===== src/rtl/gate_array_regs.sv =====
// Gate array CPU register file and 300 Hz raster interrupt generator.
// Outputs feed the video stage directly; all state is registered on clk.
module gate_array_regs #(
  parameter int unsigned INT_LINES   = 52,
  parameter int unsigned INT_THRESH  = 32,
  parameter int unsigned VSYNC_DELAY = 2,
  parameter logic [1:0]  INIT_MODE   = 2'd1
) (
  input  logic        clk,
  input  logic        reset,
  input  logic        io_wr,
  input  logic [15:0] io_addr,
  input  logic [7:0]  io_data,
  input  logic        int_ack,
  input  logic        hsync,
  input  logic        vsync,
  output logic [1:0]  mode,
  output logic [4:0]  border_color,
  output logic [79:0] colors,
  output logic        n_int,
  output logic        lower_rom_en,
  output logic        upper_rom_en,
  output logic [2:0]  ram_config
);

  localparam logic [5:0] IntLast   = 6'(INT_LINES - 1);
  localparam logic [5:0] IntThresh = 6'(INT_THRESH);
  localparam logic [3:0] VsLast    = 4'(VSYNC_DELAY - 1);

  logic [1:0]  mode_q, mode_d, mode_pend_q, mode_pend_d;
  logic [4:0]  border_q, border_d, pen_sel_q, pen_sel_d;
  logic [79:0] colors_q, colors_d;
  logic [5:0]  int_cnt_q, int_cnt_d;
  logic        int_q, int_d;
  logic        lrom_q, lrom_d, urom_q, urom_d;
  logic [2:0]  ram_cfg_q, ram_cfg_d;
  logic        vs_armed_q, vs_armed_d;
  logic [3:0]  vs_cnt_q, vs_cnt_d;
  logic        hsync_q, vsync_q;

  logic sel, hs_rise, hs_fall, vs_rise, resync;
  logic unused_bits;

  assign sel     = io_wr && (io_addr[15:14] == 2'b01);
  assign hs_rise = hsync && !hsync_q;
  assign hs_fall = !hsync && hsync_q;
  assign vs_rise = vsync && !vsync_q;
  assign resync  = hs_fall && vs_armed_q && (vs_cnt_q == VsLast);
  assign unused_bits = ^{io_addr[13:0], io_data[5]};

  always_comb begin
    mode_d      = mode_q;
    mode_pend_d = mode_pend_q;
    border_d    = border_q;
    pen_sel_d   = pen_sel_q;
    colors_d    = colors_q;
    int_cnt_d   = int_cnt_q;
    int_d       = int_q;
    lrom_d      = lrom_q;
    urom_d      = urom_q;
    ram_cfg_d   = ram_cfg_q;
    vs_armed_d  = vs_armed_q;
    vs_cnt_d    = vs_cnt_q;

    if (sel) begin
      unique case (io_data[7:6])
        2'b00: pen_sel_d = io_data[4] ? 5'h10 : {1'b0, io_data[3:0]};
        2'b01: begin
          if (pen_sel_q[4]) border_d = io_data[4:0];
          else colors_d[{3'b000, pen_sel_q[3:0]} * 7'd5 +: 5] = io_data[4:0];
        end
        2'b10: begin
          mode_pend_d = io_data[1:0];
          lrom_d      = !io_data[2];
          urom_d      = !io_data[3];
        end
        2'b11: ram_cfg_d = io_data[2:0];
      endcase
    end

    // Mode only changes at the start of a line.
    if (hs_rise) mode_d = mode_pend_q;

    if (vs_rise) begin
      vs_armed_d = 1'b1;
      vs_cnt_d   = '0;
    end else if (hs_fall && vs_armed_q) begin
      if (resync) vs_armed_d = 1'b0;
      else vs_cnt_d = vs_cnt_q + 4'd1;
    end

    // Later assignments win: ack < counter raise < bit4 clear.
    if (int_ack) begin
      int_d        = 1'b0;
      int_cnt_d[5] = 1'b0;
    end
    if (hs_fall) begin
      if (resync) begin
        if (int_cnt_q >= IntThresh) int_d = 1'b1;
        int_cnt_d = '0;
      end else if (int_cnt_q == IntLast) begin
        int_cnt_d = '0;
        int_d     = 1'b1;
      end else begin
        int_cnt_d = int_cnt_q + 6'd1;
      end
    end
    if (sel && (io_data[7:6] == 2'b10) && io_data[4]) begin
      int_cnt_d = '0;
      int_d     = 1'b0;
    end
  end

  always_ff @(posedge clk) begin
    if (!reset) begin
      mode_q      <= INIT_MODE;
      mode_pend_q <= INIT_MODE;
      border_q    <= '0;
      pen_sel_q   <= '0;
      colors_q    <= '0;
      int_cnt_q   <= '0;
      int_q       <= 1'b0;
      lrom_q      <= 1'b1;
      urom_q      <= 1'b1;
      ram_cfg_q   <= '0;
      vs_armed_q  <= 1'b0;
      vs_cnt_q    <= '0;
      hsync_q     <= 1'b0;
      vsync_q     <= 1'b0;
    end else begin
      mode_q      <= mode_d;
      mode_pend_q <= mode_pend_d;
      border_q    <= border_d;
      pen_sel_q   <= pen_sel_d;
      colors_q    <= colors_d;
      int_cnt_q   <= int_cnt_d;
      int_q       <= int_d;
      lrom_q      <= lrom_d;
      urom_q      <= urom_d;
      ram_cfg_q   <= ram_cfg_d;
      vs_armed_q  <= vs_armed_d;
      vs_cnt_q    <= vs_cnt_d;
      hsync_q     <= hsync;
      vsync_q     <= vsync;
    end
  end

  assign mode         = mode_q;
  assign border_color = border_q;
  assign colors       = colors_q;
  assign n_int        = !int_q;
  assign lower_rom_en = lrom_q;
  assign upper_rom_en = urom_q;
  assign ram_config   = ram_cfg_q;

endmodule


===== config.mk =====
export PLATFORM = sky130hd
export DESIGN_NAME = gate_array_regs
export DESIGN_NICKNAME = d
export VERILOG_FILES = /design/src/rtl/gate_array_regs.sv
export SDC_FILE = /design/constraint.sdc
export NUM_CORES = 1
export LEC_CHECK = 0
export CORE_UTILIZATION = 25
export CTS_CLUSTER_DIAMETER = 60
export DETAILED_ROUTE_END_ITERATION = 16
export HOLD_SLACK_MARGIN = 0.03
export PLACE_DENSITY = 0.54
export SYNTH_ARGS = -nofsm -noshare
export SYNTH_HDL_FRONTEND = slang
export SYNTH_SLANG_ARGS = --single-unit
export TNS_END_PERCENT = 100

===== constraint.sdc =====
create_clock -name clk -period 3.3 [get_ports clk]
set_input_delay 0.66 -clock clk [delete_from_list [all_inputs] [get_ports clk]]
set_output_delay 0.66 -clock clk [all_outputs]
set_load 0.005 [all_outputs]

==> flow_metrics.py <==
metrics = {
    "run_status": {
        "status": "finished clean",
    },
    "route": {
        "remaining_drc_errors": 0,
        "ant_nets": 0,
        "via_per_inst": 4.52,
        "wl_mm": 13.7,
        "first_pass_iters": 4,
        "route.detailed.wl_per_inst_um": 15.4,
        "vias": 4041,
        "drt-initial-drc-count": 229,
    },
    "logic_synthesis": {
        "synth_top_family_by_area": "simple AND/OR/NAND/NOR gates",
        "synth_edf_count": 0,
        "syn_inst": 516,
        "yosys.area_share.simple_pct": 23.1,
        "yosys_warnings": 0,
        "synth_cell_type_count": 48,
        "syn_nets": 554,
        "yosysTopAreaCell": "dfxtp_1",
        "synthTopCellsByCount": "dfxtp_1, nand2_1, mux2i_1",
        "yosys.area.top_type_share_pct": 46.1,
        "yosys_register_bits": 113,
        "muxShareOfSynthArea_pct": 20.2,
        "synth_compound_area_share_pct": 4.98,
        "synth_ff_type": "dfxtp_1",
        "synth-adder-area-share_pct": 2.04,
        "ys_seq_area_share_pct": 46.1,
        "netlist_top_cells_area": "dfxtp_1, mux2i_1, nand2_1, nand3_1, nor2b_1",
        "synth-xor-area-share_pct": 0.536,
        "synth_most_common_cell": "dfxtp_1",
        "synth.avg_cell_area_um2": 9.50,
        "netlist_area_mm2": 0.00490,
        "ys_async_sr_fraction_pct": 0,
    },
    "cells_and_area": {
        "area_growth_pct": 39.8,
        "final_net_count": 660,
        "drive_gt1_share_pct": 9.45,
        "nFillCells": 1900,
        "diodes": 0,
        "design_area_mm2": 0.00685,
        "fin_util_pct": 36.2,
        "stdcell_count": 895,
    },
    "global_routing": {
        "grt_pass1_vias": 3994,
        "grt_overflow": 0,
        "antenna_found_initial": 0,
        "grt_start_max_net_pins": 56,
        "grt_pass1_wl_mm": 21.4,
        "grt.total_usage_pct": 14.1,
    },
    "worst_hold_path": {
        "hp-start": "colors[37]",
        "min_path_cells": 2,
        "hold_path_class": "reg -> reg",
    },
    "floorplan": {
        "fp.dieArea_mm2": 0.0202,
        "dieWidth_um": 142,
        "row_count": 50,
        "ios": 123,
        "start_util_pct": 25.9,
        "coreArea_mm2": 0.0190,
        "die_h_um": 142,
    },
    "clock_tree": {
        "cts_root_buf": "clkbuf_16",
        "ctsResizeCount": 0,
        "clkLatencyLatePin_ns": 0.42,
        "cts_buffers": 17,
        "cts_tree": "done",
        "cts_hold_buf": 0,
        "postCtsSetupBuffers": 0,
        "cts.reportedPaths.clkPinSlew_ns": 0.05,
        "cts_sinks": 113,
        "htreeDepth": 4,
        "cts_buffer_depth": 2,
    },
    "sta": {
        "slew_headroom_pct": 49.1,
        "min_period_ns": 2.41,
        "fmax_ghz": 0.415,
        "setup_viol": 0,
        "setup_ws_ns": 0.892,
        "finalClockSkew_ns": 0.00694,
        "finalCritPeriodShare_pct": 73.0,
        "rsz0062_at_grt": "false",
        "timing.hold.ws_ns": 0.455,
        "tightest_slew_ns": 0.753,
        "slew_viol_final": 0,
        "tns_ns": 0,
        "final_hold_viol_count": 0,
    },
    "critical_path": {
        "cp-startpoint": "pen_sel_q[1]",
        "cp.required_ns": 3.64,
        "critPathCaptureType": "flip-flop",
        "critPathLaunchType": "flip-flop",
        "cp_slowest_stage_delay_ns": 0.63,
        "cp_slowest_cell": "ha_1",
        "r2r_start": "pen_sel_q[1]",
        "worst_r2r_path_depth": 6,
        "path_cells": "inv_1, ha_1, nor2b_1, and3_1, nand3_1, mux2i_1",
        "worstPathArrival_ns": 2.75,
        "path_class": "reg -> reg",
        "cp_max_fo": 13,
    },
    "placement": {
        "dp_hpwl_mm": 9.74,
        "pre_cts_ws_ns": 0.558,
        "place_area_mm2": 0.00626,
        "gp_congestion": 0.751,
        "io_buffers": 107,
        "dp.cells": 863,
    },
    "power_and_ir_drop": {
        "p_leak_nw": 2.30,
        "peakVddDrop_mv": 0.305,
        "power.total_mw": 3.32,
        "power.density_mw_per_mm2": 484,
    },
    "job": {
        "max_cap_viol_count": 0,
    },
}
==> area by class of cell <==
class | instances | area, um^2 | area share (%)
clock buffers | 20 | 457 | 6.66
repair buffers | 116 | 1150 | 16.8
clock inverters | 12 | 134 | 1.95
flip-flops and latches | 113 | 2260 | 33.0
multi-input cells | 365 | 2490 | 36.4
inverters | 9 | 33.8 | 0.493
well taps | 260 | 325 | 4.75
==> per-layer routing <==
metal	vias to the layer above	track usage, %	wire length (um)
met1	1921	17.1	6230
met2	114	23.1	6630
li1	1989	-	-
met3	17	4.07	722
met5	-	0	0
met4	0	5.83	162
==> cell usage in the layout, fill, tap and decap left out, types with 3 or more instances in the layout <==
cell,instances
dfxtp_1,113
nand2_1,106
clkdlybuf4s50_1,106
mux2i_1,99
nand3_1,30
nor2b_1,24
clkbuf_16,17
nor2_1,10
inv_1,9
and3_1,9
buf_4,9
ha_1,8
a21oi_1,6
a21oi_2,6
nor2_2,6
nand2b_1,5
and2_1,5
nand4_1,5
o21ai_0,4
nor3b_1,4
nor3_1,4
clkinv_4,4
clkinv_2,3
==> registers in the layout, summed over array words and instances, names as in the netlist, 2 cells and up <==
register and count:
pen_sel_q 5, mode 2, ram_config 3, border_color 5, colors 80, int_cnt_q 6
vs_cnt_q 4, mode_pend_q 2
==> logic make-up after synthesis <==
group                      count (synthesis)
buffers and inverters                     38
muxes                                     99
adders and majority gates                  8
xor gates and xnor gates                   3
AOI/OAI and AO/OA                         32
DFF                                      113
and+or+nand+nor                          223
==> worst max-delay path: cells and delay by family, from the launching register on <==
family / cells / cell delay [ns]
mux: 1 / 0.16
fa+ha+maj: 1 / 0.63
flops: 1 / 0.44
buf+inv: 1 / 0.12
simple gates: 3 / 0.97
==> worst paths after layout <==
path	endpoint	slack, ns
max	colors[33]	0.89
min	colors[37]	0.45
max reg2reg	colors[33]	0.89
min reg2reg	colors[37]	0.45
==> power by group <==
| group | internal [mW] | switching [mW] | total (mW) | leakage [nW] |
|---|---|---|---|---|
| combinational | 0.0448 | 0.0718 | 0.117 | 1.10 |
| clock | 1.15 | 0.673 | 1.83 | 0.286 |
| sequential | 1.37 | 0.00569 | 1.38 | 0.911 |
| total | 2.57 | 0.751 | 3.32 | 2.30 |
(Power assumes the default switching activity.)
